===== config.mk =====
export PLATFORM = sky130hd
export DESIGN_NAME = exc_ctrl
export DESIGN_NICKNAME = d
export VERILOG_FILES = /design/src/rtl/exc_ctrl.sv
export SDC_FILE = /design/constraint.sdc
export NUM_CORES = 1
export LEC_CHECK = 0
export BUFFER_PORTS_ARGS = -buffer_cell sky130_fd_sc_hd__buf_2
export CAP_MARGIN = 20
export CORE_MARGIN = 2
export CORE_UTILIZATION = 41
export CTS_BUF_LIST = sky130_fd_sc_hd__clkbuf_8
export DETAILED_ROUTE_END_ITERATION = 8
export PLACE_DENSITY_LB_ADDON = 0.15
export SETUP_SLACK_MARGIN = 0.3
export SLEW_MARGIN = 20
export SYNTH_ARGS = -nofsm -noshare
export SYNTH_HDL_FRONTEND = slang
export SYNTH_SLANG_ARGS = --single-unit

===== constraint.sdc =====
create_clock -name clk -period 1.5 [get_ports clk]
set_input_delay 0.225 -clock clk [delete_from_list [all_inputs] [get_ports clk]]
set_output_delay 0.225 -clock clk [all_outputs]
set_load 0.02 [all_outputs]

===== src/rtl/exc_ctrl.sv =====
// exc_ctrl: edge-detected IRQ queue and exception FSM arbitrating IRQs against invalid-opcode traps
module exc_ctrl #(
  parameter int N = 64,
  parameter int NIRQ = 4,
  parameter int ESW = 4,
  parameter logic [N-1:0] VECTOR = 64'h0000_0000_0000_00D8
) (
  input  logic            clk,
  input  logic            reset,
  input  logic [NIRQ-1:0] ExtIRQ,
  input  logic [NIRQ-1:0] IrqMask,
  input  logic            NotAnInstr,
  input  logic            ERet,
  input  logic [N-1:0]    imem_addr_D,
  input  logic [N-1:0]    pc_resume,
  output logic            Exc,
  output logic [N-1:0]    Exc_vector,
  output logic [NIRQ-1:0] ExtIAck,
  output logic [ESW-1:0]  EStatus,
  output logic [ESW-1:0]  ESR,
  output logic [N-1:0]    ELR,
  output logic            InHandler,
  output logic            Fatal
);
  localparam int IW = NIRQ > 1 ? $clog2(NIRQ) : 1;
  typedef enum logic [1:0] {IDLE, TAKE, HANDLER, RETURN} state_t;
  state_t state, state_n;
  logic [NIRQ-1:0] irq_prev, pend, pend_n, avail;
  logic [IW-1:0] idx, idx_n, sel;
  logic irq, irq_n, fatal_n;
  logic [ESW-1:0] esr_n, irq_code;
  logic [N-1:0] elr_n;
  assign avail = pend & ~IrqMask;
  assign irq_code = ESW'(1 << (ESW-1)) | ESW'(sel);
  assign Exc = state == TAKE;
  assign InHandler = state == TAKE || state == HANDLER;
  assign EStatus = InHandler ? ESR : '0;
  assign ExtIAck = (state == TAKE && irq) ? NIRQ'(1) << idx : '0;
  assign Exc_vector = VECTOR;
  // a fresh edge in the acknowledge cycle re-arms the channel
  assign pend_n = (pend & ~ExtIAck) | (ExtIRQ & ~irq_prev);
  always_comb begin
    sel = '0;
    for (int i = NIRQ-1; i >= 0; i--)
      if (avail[i]) sel = IW'(i);
  end
  always_comb begin
    state_n = state;
    esr_n = ESR;
    elr_n = ELR;
    idx_n = idx;
    irq_n = irq;
    fatal_n = Fatal;
    case (state)
      IDLE:
        if (NotAnInstr) begin
          state_n = TAKE;
          esr_n = ESW'(2);
          elr_n = imem_addr_D;
          irq_n = 1'b0;
        end else if (|avail) begin
          state_n = TAKE;
          esr_n = irq_code;
          elr_n = pc_resume;
          idx_n = sel;
          irq_n = 1'b1;
        end
      TAKE: state_n = HANDLER;
      HANDLER:
        if (ERet) state_n = RETURN;
        else if (NotAnInstr) begin
          fatal_n = 1'b1;
          esr_n = '1;
        end
      default: state_n = IDLE;
    endcase
  end
  always_ff @(posedge clk or negedge reset)
    if (!reset) begin
      state <= IDLE;
      irq_prev <= '0;
      pend <= '0;
      idx <= '0;
      irq <= 1'b0;
      ESR <= '0;
      ELR <= '0;
      Fatal <= 1'b0;
    end else begin
      state <= state_n;
      irq_prev <= ExtIRQ;
      pend <= pend_n;
      idx <= idx_n;
      irq <= irq_n;
      ESR <= esr_n;
      ELR <= elr_n;
      Fatal <= fatal_n;
    end
endmodule


# == Yosys cells after proc, flatten, opt, wreduce, memory -nomap -nowiden ==
# Cells that the tools add are included.
# totals
regBits,82
latch_bits,0
ramBits,0
romBits,0
input_bits,140
out_inout_bits,143
elab_cells,54
memories,0
# op_classes
add_sub_neg,0
multipliers,0
n_div,0
order_cmp,0
eq_ne,6
shifts,1
mux,19
bitwise_logic,9
reduce_logical,11
# op_table
op,n
64-bit two-way mux,2
4-bit two-way mux,6
2-bit two-way mux,7
4-bit bitwise AND,3
4-bit inverter,3
4-bit case mux with 2 select lines,1
2-bit != test (second input constant),3
2-bit case mux with 3 select lines,1
3-bit AND reduction,2
4-bit OR,1
2-bit AND reduction,2
4-bit AND reduction,1
2-bit nonzero test,2
4-bit OR reduction,1
1-bit by 2-bit left shift with 4-bit output (first input constant),1
3-bit != test (second input constant),1
2-bit by 1-bit equality test with 1-bit output (second input constant),1
2-bit equality test (second input constant),1
2-bit zero test,1
1-bit two-way mux,2
1-bit inverter,2
1-bit logical AND,1
1-bit logical OR,1

# == Logic depth before layout (Yosys ltp) ==
# logic_depth
ltp_word,9
ltp_mapped,6

# == Worst setup path before layout ==
# No wires, ideal clock.
# synth_timing
kind,register to register
start,reg state[1]
end,reg pend[0]
t_arrival_ps,1503
setup_slack_ps,-165
stages_incl_launch_ff,6
n_path_buf,0
cell_sequence,dfrtp_1 -> inv_1 -> ha_1 -> nand2_1 -> nor3_1 -> o22ai_1
# synth_via
elab_chain_len,6
# synth_rtl
item,line,rtl
start: declaration,27,"state_t state, state_n;"
start signal: assignment,89,state <= state_n;
2-bit by 1-bit equality test with 1-bit output,n/a,
net Exc,16,"output logic Exc,"
1-bit logical AND,38,assign ExtIAck = (state == TAKE && irq) ? NIRQ'(1) << idx : '0;
4-bit two-way mux,38,
net ExtIAck[0],18,"output logic [NIRQ-1:0] ExtIAck,"
4-bit inverter,41,assign pend_n = (pend & ~ExtIAck) | (ExtIRQ & ~irq_prev);
4-bit bitwise AND,41,
4-bit OR,41,
net pend_n[0],28,"logic [NIRQ-1:0] irq_prev, pend, pend_n, avail;"
end signal: assignment,91,pend <= pend_n;
end: declaration,28,
# The timed path passes the listed nets, and every way through them passes these cells.
# A chain may end at the register's enable or synchronous reset.

# == Final worst setup path ==
# layout_timing
start,reg state[1]
end,reg ESR[1]
# layout_via
elab_chain_len,3
# layout_rtl
item,line,rtl
2-bit equality test or 2-bit zero test (tied branches),54,case (state)
2-bit != test (no line) (tied with other cells),n/a,
4-bit AND reduction (no line),n/a,
end signal: assignment,94,ESR <= esr_n;
end: declaration,20,"output logic [ESW-1:0] ESR,"
# Several ways; a longest one is shown, not always the timed one.

==> results.yml <==
routing:
  dr_total_vias: 3406
  routed_via_density: 4.446
  postRouteAntennaNets: 0
  drt-wirelength-per-cell_um: 15.04
  initialDrtViolationCount: 64
  detail_route.first_pass.iterations: 4
  post-route-drc-count: 0
  wl_um: 11520
worst_setup_path:
  criticalPathCategory: "flop to flop"
  crit_required_ps: 1760
  worst-path-buf-inv: 2
  timing.critical_path.slowest_stage_cell: "sky130_fd_sc_hd__or4b_1"
  path_cells: "buf_4, buf_4, ha_4, nand2b_4, or4b_1, o21a_1"
  worst_setup_path_start_kind: "flop"
  cp-end-kind: "flop"
  worst_path_largest_cell_delay_ps: 480
  worst_path_most_repeated_cell: "sky130_fd_sc_hd__buf_4"
  critical-path-top-delay-family: "simple AND/OR/NAND/NOR gates"
  timing.critical_path.fanout_max: 5
  cp_data_arrival_time_ps: 1980
outcome:
  violations: "negative setup slack"
  run_status: "finished, violations left"
die:
  die_x_um: 111.8
  initial_core_util_pct: 41.94
  dieArea_mm2: 0.01251
  placementRows: 39
  die_h_um: 111.8
  io_pins: 283
  design.core.area_mm2: 0.01137
worst_hold_path:
  min-delay-path-class: "input port to flop"
power_and_ir_drop:
  power.total_mw: 14.77
  power.density_mw_per_mm2: 2135
  ir_drop_worst_case_vdd_v: 0.001283
  total_leakage_power_nw: 3.521
logic_synthesis:
  synth.mux.area_fraction_pct: 35.03
  synth_adder_area_share_pct: 0.7872
  synth_xor_xnor_area_share_pct: 0
  post_synth_inst_count: 354
  ys_types: 36
  synth_compound_area_share_pct: 2.808
  ys_warn_count: 0
  ys_ff_latch: 82
  synth_top_family_by_area: "multiplexers"
  synth.yosys.seq_area_share_pct: 43.03
  netlist_area_mm2: 0.004768
  syn-mean-instance-area_um2: 13.47
  area_fraction_in_and_or_nand_and_nor_cells_after_synthesis_pct: 3.674
flow_run:
  drv.max_cap_violation_count: 0
placed_design:
  place_congestion: 0.7781
  place_area_mm2: 0.005962
  io_buffers: 218
  dp_hpwl_um: 8439
sta:
  fin_worst_hold_slack_ps: 224.2
  timing.final.setup_violations: 82
  max_freq_mhz: 579.6
  clock_skew_ps: 11.86
  final-hold-violation-count: 0
  grt_setup_unrepaired: "yes"
  final.period_utilization_pct: 115.0
  postLayoutSetupSlackWorst_ps: -225.4
  drv_slew: 0
  finalCriticalPeriod_ps: 1725
clocking:
  clock_path_buffers: 2
  clock_tree_from_tritoncts: "done"
  insertion_delay_to_the_later_sink_of_the_worst_skew_pair_ps: 360
  cts-buffers-inserted: 9
  cts.htree.levels: 3
  tritoncts_num_sinks: 82
  clk_root_buffer_cell: "sky130_fd_sc_hd__clkbuf_8"
  path_clk_slew_ps: 90
grt:
  gr-usage-all-layers_pct: 18.40
  number_of_global_route_vias_before_repair: 3572
  initial_antenna_violation_count: 0
  grt_overflow_total: 0
  global_route_wire_length_before_repair_um: 18110
  grt_start_max_net_pins: 37
final_layout:
  antenna_cells_inserted: 0
  area_growth_syn_to_layout_pct: 45.13
  seqCellArea_mm2: 0.002052
  finish.instance_area_mm2: 0.006920
  fillCellCount: 942
  nNetsFinal: 761
  post_route_cells_drive_above_1_share_pct: 71.27
  multi_input_combinational_cell_area_mm2: 0.002497
[where the power goes]
| group | switching [mW] | leakage, nW | internal, mW |
|---|---|---|---|
| Sequential | 0.695 | 0.945 | 3.29 |
| Combinational | 3.91 | 2.46 | 5.00 |
| Clock | 0.837 | 0.116 | 1.04 |
| Total | 5.44 | 3.52 | 9.33 |
[layer usage]
layer  wire [um]  vias to the layer above  global-route usage (%)
met2        5836                      165                   32.08
met3         865                       11                   4.300
li1            -                     1620                       -
met1        4644                     1610                   22.20
met5           0                        -                       0
met4         172                        0                   6.749
[cell type report]
type	instances	area share, %
multi-input cells	243	36.09
flip-flops and latches	82	29.65
repair buffers	270	27.57
well taps	143	2.585
clock buffers	11	2.188
clock inverters	5	1.229
inverters	12	0.6870
[cells in the final DEF, fill, tap and decap left out, drive strengths merged, types with 3 or more instances in the layout]
| cell type | count |
|---|---|
| and2 | 4 |
| buf | 265 |
| clkbuf | 11 |
| conb | 64 |
| dfrtp | 82 |
| dlygate4sd3 | 5 |
| ha | 3 |
| inv | 13 |
| mux2 | 132 |
| nand2 | 4 |
| nand2b | 5 |
| nor2 | 4 |
| o21a | 3 |
| o21ai | 4 |
| o22ai | 3 |
[repair_timing]
action                                  CTS  global route
resized for setup                        64            14
hold buffers                              5             0
hold endpoints to repair                 29             0
setup buffers                            16             8
cloned                                    7             0
endpoints found under the setup margin   88            92
pin swaps                                 7             7
[worst reg2reg max path: stages, from the launching register on]
cell                       delay, ps
sky130_fd_sc_hd__dfrtp_1         410
sky130_fd_sc_hd__buf_4           140
sky130_fd_sc_hd__buf_4           130
sky130_fd_sc_hd__ha_4            180
sky130_fd_sc_hd__nand2b_4        170
sky130_fd_sc_hd__or4b_1          480
sky130_fd_sc_hd__o21a_1          120
[cells in the mapped netlist (all sizes together)]
master   count  area [um2]
a21boi       1       7.510
a21o         1       7.510
a21oi        2       10.01
a2bb2oi      1       8.760
and2         4       25.02
and2b        1       7.510
and4         1       8.760
buf         75       631.9
clkbuf       4       15.01
conb         2       7.510
dfrtp       82        2052
ha           3       37.54
inv         12       45.04
mux2       132        1670
nand2        4       15.01
nand2b       5       46.30
nand3        2       10.01
nand4        1       21.27
nor2         4       15.01
nor2b        1       6.260
nor3         2       10.01
o21a         3       30.02
o21ai        4       20.02
o22a         1       8.760
o22ai        3       18.77
o2bb2ai      1       15.01
o31ai        1       7.510
or4b         1       10.01
[registers in the layout, summed over array words and instances, names as in the netlist]
signal	cells
irq_prev	4
Fatal	1
idx	2
state	2
ELR	64
irq	1
pend	4
ESR	4
[through the flow]
step / TNS [ps] / util [%] / setup slack [ps] / instances
global route: -15680 / 60.87 / -262.0 / 766
CTS: -11080 / 59.88 / -251.4 / 758
detailed placement: -2542 / 52.44 / -77.98 / 714
global placement: -1294 / 52.44 / -55.60 / 714
floorplan: 0 / - / 13.71 / 416
finish: -12550 / 60.87 / -225.4 / 766
[cell families (layout without fill, tap and decap cells)]
kind of cell | after synthesis | in the layout
AND/OR/NAND/NOR | 26 | 26
buffers and inverters | 91 | 298
multiplexers | 132 | 132
adder cells (fa/ha/maj) | 3 | 3
flip-flops | 82 | 82
other | 2 | 64
AO/OA/AOI/OAI | 18 | 18
[worst paths after layout]
kind                                      start      end  slack, ps  cells past startpoint
worst max-delay path                   state[1]   ESR[1]       -230                      6
worst min-delay path            imem_addr_D[46]  ELR[46]        220                      3
worst max register to register         state[1]   ESR[1]       -230                      6
worst min register to register      irq_prev[1]  pend[1]        430                      1
max in group asynchronous                 reset  ELR[52]        630                      3
min in group asynchronous                 reset  ELR[34]        340                      2
Power figures use the tool's default switching activity.
